## config.mk

```make
export PLATFORM = sky130hd
export DESIGN_NAME = tx_frame_arbiter
export DESIGN_NICKNAME = d
export VERILOG_FILES = /design/src/rtl/tx_frame_arbiter.sv
export SDC_FILE = /design/constraint.sdc
export NUM_CORES = 1
export LEC_CHECK = 0
export CAP_MARGIN = 15
export CORE_ASPECT_RATIO = 0.75
export CORE_UTILIZATION = 37
export DETAILED_ROUTE_END_ITERATION = 8
export GPL_ROUTABILITY_DRIVEN = 1
export MAX_ROUTING_LAYER = met4
export PLACE_DENSITY = 0.78
export SYNTH_ARGS = -nofsm -noshare
export SYNTH_HDL_FRONTEND = slang
export SYNTH_SLANG_ARGS = --single-unit
export TNS_END_PERCENT = 10
```

## constraint.sdc

```tcl
create_clock -name clk -period 1.9 [get_ports clk]
set_input_delay 0.19 -clock clk [delete_from_list [all_inputs] [get_ports clk]]
set_output_delay 0.19 -clock clk [all_outputs]
set_load 0.03 [all_outputs]
```

## src/rtl/tx_frame_arbiter.sv

```systemverilog
// Round-robin arbiter that frames one {AA, code, data, 55} request at a time
// and streams it byte-wise (0x55 first) into the TX FIFO.
module tx_frame_arbiter #(
    parameter int TX_FIFO_LOAD_W = 8,
    parameter int N_REQ          = 4,
    parameter int TX_FIFO_DEPTH  = 128
) (
    input  logic                      clk,
    input  logic                      rst_n,
    input  logic [N_REQ-1:0]          req_valid,
    input  logic [16*N_REQ-1:0]       req_code,
    input  logic [32*N_REQ-1:0]       req_data,
    output logic [N_REQ-1:0]          req_ready,
    input  logic [TX_FIFO_LOAD_W-1:0] txfifo_load,
    input  logic                      txfifo_full,
    output logic                      txfifo_wr,
    output logic [7:0]                txfifo_data,
    output logic                      busy,
    output logic [2:0]                grant_id,
    output logic [15:0]               frames_sent
);

    typedef enum logic {IDLE, SEND} state_t;

    localparam int unsigned N_REQ_U     = N_REQ;
    localparam logic [63:0] SPACE_LIMIT = 64'(TX_FIFO_DEPTH - 8);

    state_t      state_q, state_d;
    logic [63:0] frame_q, frame_d;
    logic [2:0]  byte_cnt_q, byte_cnt_d;
    logic [2:0]  grant_id_q, grant_id_d;
    logic [15:0] frames_sent_q, frames_sent_d;
    logic        busy_q, busy_d;

    logic        space_ok;
    logic        found;
    logic        accept;
    logic [2:0]  winner;
    logic [7:0]  valid_ext;
    logic [15:0] sel_code;
    logic [31:0] sel_data;
    int unsigned cand;

    // Loads above the depth fall outside the limit too, so space_ok stays low.
    assign space_ok = (64'(txfifo_load) <= SPACE_LIMIT);

    always_comb begin
        valid_ext = 8'(req_valid);
        found     = 1'b0;
        winner    = grant_id_q;
        cand      = 0;
        for (int unsigned off = 1; off <= N_REQ_U; off++) begin
            cand = (32'(grant_id_q) + off) % N_REQ_U;
            if (!found && valid_ext[3'(cand)]) begin
                found  = 1'b1;
                winner = 3'(cand);
            end
        end
        sel_code = '0;
        sel_data = '0;
        for (int unsigned i = 0; i < N_REQ_U; i++) begin
            if (winner == 3'(i)) begin
                sel_code = req_code[16*i +: 16];
                sel_data = req_data[32*i +: 32];
            end
        end
    end

    assign accept = (state_q == IDLE) && space_ok && found;

    always_comb begin
        state_d       = state_q;
        frame_d       = frame_q;
        byte_cnt_d    = byte_cnt_q;
        grant_id_d    = grant_id_q;
        frames_sent_d = frames_sent_q;
        busy_d        = busy_q;
        txfifo_wr     = 1'b0;
        case (state_q)
            IDLE: begin
                if (accept) begin
                    frame_d    = {8'hAA, sel_code, sel_data, 8'h55};
                    grant_id_d = winner;
                    byte_cnt_d = '0;
                    busy_d     = 1'b1;
                    state_d    = SEND;
                end
            end
            SEND: begin
                if (!txfifo_full) begin
                    txfifo_wr  = 1'b1;
                    byte_cnt_d = byte_cnt_q + 3'd1;
                    if (byte_cnt_q == 3'd7) begin
                        frames_sent_d = frames_sent_q + 16'd1;
                        busy_d        = 1'b0;
                        state_d       = IDLE;
                    end
                end
            end
            default: state_d = IDLE;
        endcase
    end

    always_comb begin
        for (int unsigned i = 0; i < N_REQ_U; i++) begin
            req_ready[i] = accept && (winner == 3'(i));
        end
        txfifo_data = (state_q == SEND) ? 8'(frame_q >> {byte_cnt_q, 3'b000}) : '0;
    end

    always_ff @(posedge clk or negedge rst_n) begin
        if (!rst_n) begin
            state_q       <= IDLE;
            frame_q       <= '0;
            byte_cnt_q    <= '0;
            grant_id_q    <= 3'(N_REQ - 1);
            frames_sent_q <= '0;
            busy_q        <= 1'b0;
        end else begin
            state_q       <= state_d;
            frame_q       <= frame_d;
            byte_cnt_q    <= byte_cnt_d;
            grant_id_q    <= grant_id_d;
            frames_sent_q <= frames_sent_d;
            busy_q        <= busy_d;
        end
    end

    assign busy        = busy_q;
    assign grant_id    = grant_id_q;
    assign frames_sent = frames_sent_q;

endmodule

```

==> metrics <==
internal power=7.27 mW; combinational share of power=63.9%; Synth Net Count=717; GRT overflow=0; slack of the critical path=-0.333 ns; slew at the pin closest to its max-slew limit=0.497 ns; Simple-Gate Fraction of Synth Area=11.1%; share of layout cells above drive strength 1=29.1%; root buf cell=clkbuf_16; FMAX=0.448 GHz; vias in the first global route=5260; Synth Area in XOR/XNOR=2.73%; post-synthesis sequential area ratio=38.0%; distinct cell type count after synthesis=35; Die X=134 microns; Via Count=5148; CTS clock-pin slew for the worst setup and hold paths=0.06 ns; n_diodes=0; Die Y=101 microns; initial antenna violation count=0; syn avg cell area=9.49 sq um; Setup Total Neg Slack=-11.71 ns; period utilisation layout=118%; synthesized area=0.00481 sq mm; adder-cell share of the synthesized area=0.780%; unrepaired setup endpoints after global routing=yes; Sequential Power Share=22.2%; first-pass GRT wire length=26.8 mm; Critical Path Sink Type=output port; largest net degree at the start of global routing=61; final hold vios=0; core area=0.0125 sq mm; Synth Warn #=0; #FFs+latches synth=73; Die ar.=0.0135 sq mm; Post-synth EDFFs=0; post-route insts no fill=959; final instance area=0.00883 sq mm; Routed wire per std cell=18.8 microns; Pins Over Slew Limit=0; CTS tree=built; Synth top cells by count=nand2_1 (80), dfrtp_1 (71), mux2i_1 (57); Synth top area share=36.9%; count leader, synth=nand2_1; DRT iter0 DRCs=261; Switching Share=39.2%; # nets final=999; NetSw=4.68 mW; total CTS buffers=9; post-synthesis mux area share=25.3%; DP HPWL=12.9 mm; placed cell areas=0.00767 sq mm; failing checks=setup timing; worst clock skew=0.00681 ns; leakage power=3.81 nW; I/O pin count=240; drt pass-1 iters=4; Gate Count Post-Synth=507; Setup WS pre-CTS=-0.381 ns; Residual DRC=0; global-route usage over all layers=26.8%; Core Rows=35; Max Cap Viol=0; clock buffer depth=2; Syn-to-layout area delta=83.6%; worst skew pair latency=0.33 ns; post-layout min period=2.23 ns; Startpoint Class=flip-flop; final WL=18.1 mm; H-tree depth=3; Vias/cell=5.37; Synth Area in Compound Gates=17.5%; Starting Density=38.5%; Clk pwr share=13.9%; status=finished, violations left; Post-Place Cells=910; cell taking the most area after synthesis=dfrtp_1; main combinational cell family by area after synthesis=multiplexers; Sink Count=73; CP max FO=4; top post-synthesis cells by area=dfrtp_1 (37%), mux2_2 (13%), mux2i_1 (12%), a22oi_1 (8.0%), nand2_1 (6.2%); Setup CP Type=reg2out; pwr dens=1350 mW/mm^2; worst path arrival time=2.04 ns; DRT antenna net count=0; relative slew slack=66.9%; ys async rst share=100%; Tightest Hold Check Type=in2async; Worst EP required=1.71 ns; Primary FF master, synth=dfrtp_1; gp weighted congestion=0.909; VDD IR max=0.795 mV; setup violators final=60; Port Buf Inserts=239
-- power groups by stage --
stage / clock network, mW / registers, mW / logic [mW]
CTS: 1.69 / 2.60 / 6.83
global placement: 0 / 2.57 / 5.71
floorplan: 0 / 2.48 / 3.71
finish: 1.66 / 2.65 / 7.64
global route: 1.76 / 2.69 / 8.10
detailed placement: 0 / 2.58 / 5.84
-- metrics by stage --
stage                     power, mW  util [%]  hold slack [ns]
after floorplan                6.19         -           -0.106
after global placement         8.28      61.5            0.175
after detailed placement       8.43      61.5            0.191
after CTS                      11.1      67.9            0.389
after global routing           12.6      70.8            0.440
final                          11.9      70.8            0.387
-- placed cells by master, fill, tap and decap left out, drive strengths merged --
cell,synthesis,layout
o211ai,4,4
nand2,80,80
nand2b,5,5
o21a,1,1
ha,3,3
a221oi,5,5
dlymetal6s2s,0,3
clkinv,0,3
nand4,6,6
inv,5,5
nor3b,2,2
bufinv,0,1
nand3,5,5
bufbuf,0,1
dfstp,2,2
mux2i,58,58
xor2,6,6
dfrtp,71,71
clkbuf,18,10
o21ai,64,64
nor3,3,3
or2,1,1
nor2,14,14
a21o,1,1
clkinvlp,0,2
a21oi,6,6
xnor2,9,9
buf,23,84
a22oi,51,51
clkdlybuf4s50,0,222
mux2,56,56
dlygate4sd3,0,1
and3,4,4
and2,1,1
nor2b,2,2
nor4,1,1
-- flip-flops by register name, indices dropped and copies added, names as in the netlist --
name,flops
byte_cnt_q,3
frame_q,49
grant_id,3
state_q,1
busy,1
frames_sent,16
-- worst max-delay path, stage by stage (launching register included) --
cell and delay, ns:
dfstp_2 0.56, nand2b_4 0.15, o21ai_4 0.07, a221oi_4 0.27, buf_6 0.16, buf_12 0.12
buf_12 0.09, and3_4 0.17, buf_6 0.13
-- kinds of logic after synthesis --
kind of cell	after synthesis
AOI/OAI and AO/OA	132
xor gates and xnor gates	15
adders and majority gates	3
buffers and inverters	46
DFF	73
muxes	114
and+or+nand+nor	124
-- layer usage --
layer / vias up / track usage [%] / wire length, microns / share of wire [%]
met2: 211 / 44.2 / 8780 / 49
met5: - / - / 0 / 0
met3: 30 / 5.33 / 1200 / 6.6
li1: 2424 / - / - / -
met1: 2483 / 33.3 / 7720 / 43
met4: 0 / 8.22 / 369 / 2.0
-- layout make-up --
class / instances / area, sq um
clock buffer: 9 / 225
clock inverter: 6 / 60.1
fill: 905 / 3650
inverter: 5 / 18.8
multi-input combinational: 388 / 3180
sequential: 73 / 1830
tap: 166 / 208
timing repair buffer: 312 / 3310
-- worst paths after layout --
check,startpoint,to,slack [ns],cells after the start
min in group clk,frames_sent[15]$_DFFE_PN0P_,frames_sent[15]$_DFFE_PN0P_,0.47,1
hold / removal,rst_n,frames_sent[15]$_DFFE_PN0P_,0.39,2
max in group asynchronous,rst_n,byte_cnt_q[0]$_DFFE_PN0P_,0.90,3
setup / recovery,grant_id[0]$_DFFE_PN1P_,req_ready[0],-0.33,8
hold reg to reg,frames_sent[15]$_DFFE_PN0P_,frames_sent[15]$_DFFE_PN0P_,0.47,1
setup reg to reg,grant_id[0]$_DFFE_PN1P_,frame_q[19]$_DFFE_PN0P_,-0.27,10
-- what timing repair did --
action	CTS	global route
endpoints found under the setup margin	60	69
hold endpoints to repair	33	0
gates cloned	3	2
resized for setup	80	63
hold buffers	1	0
setup buffers	19	9
pin swaps	6	7
(Power assumes the default switching activity.)
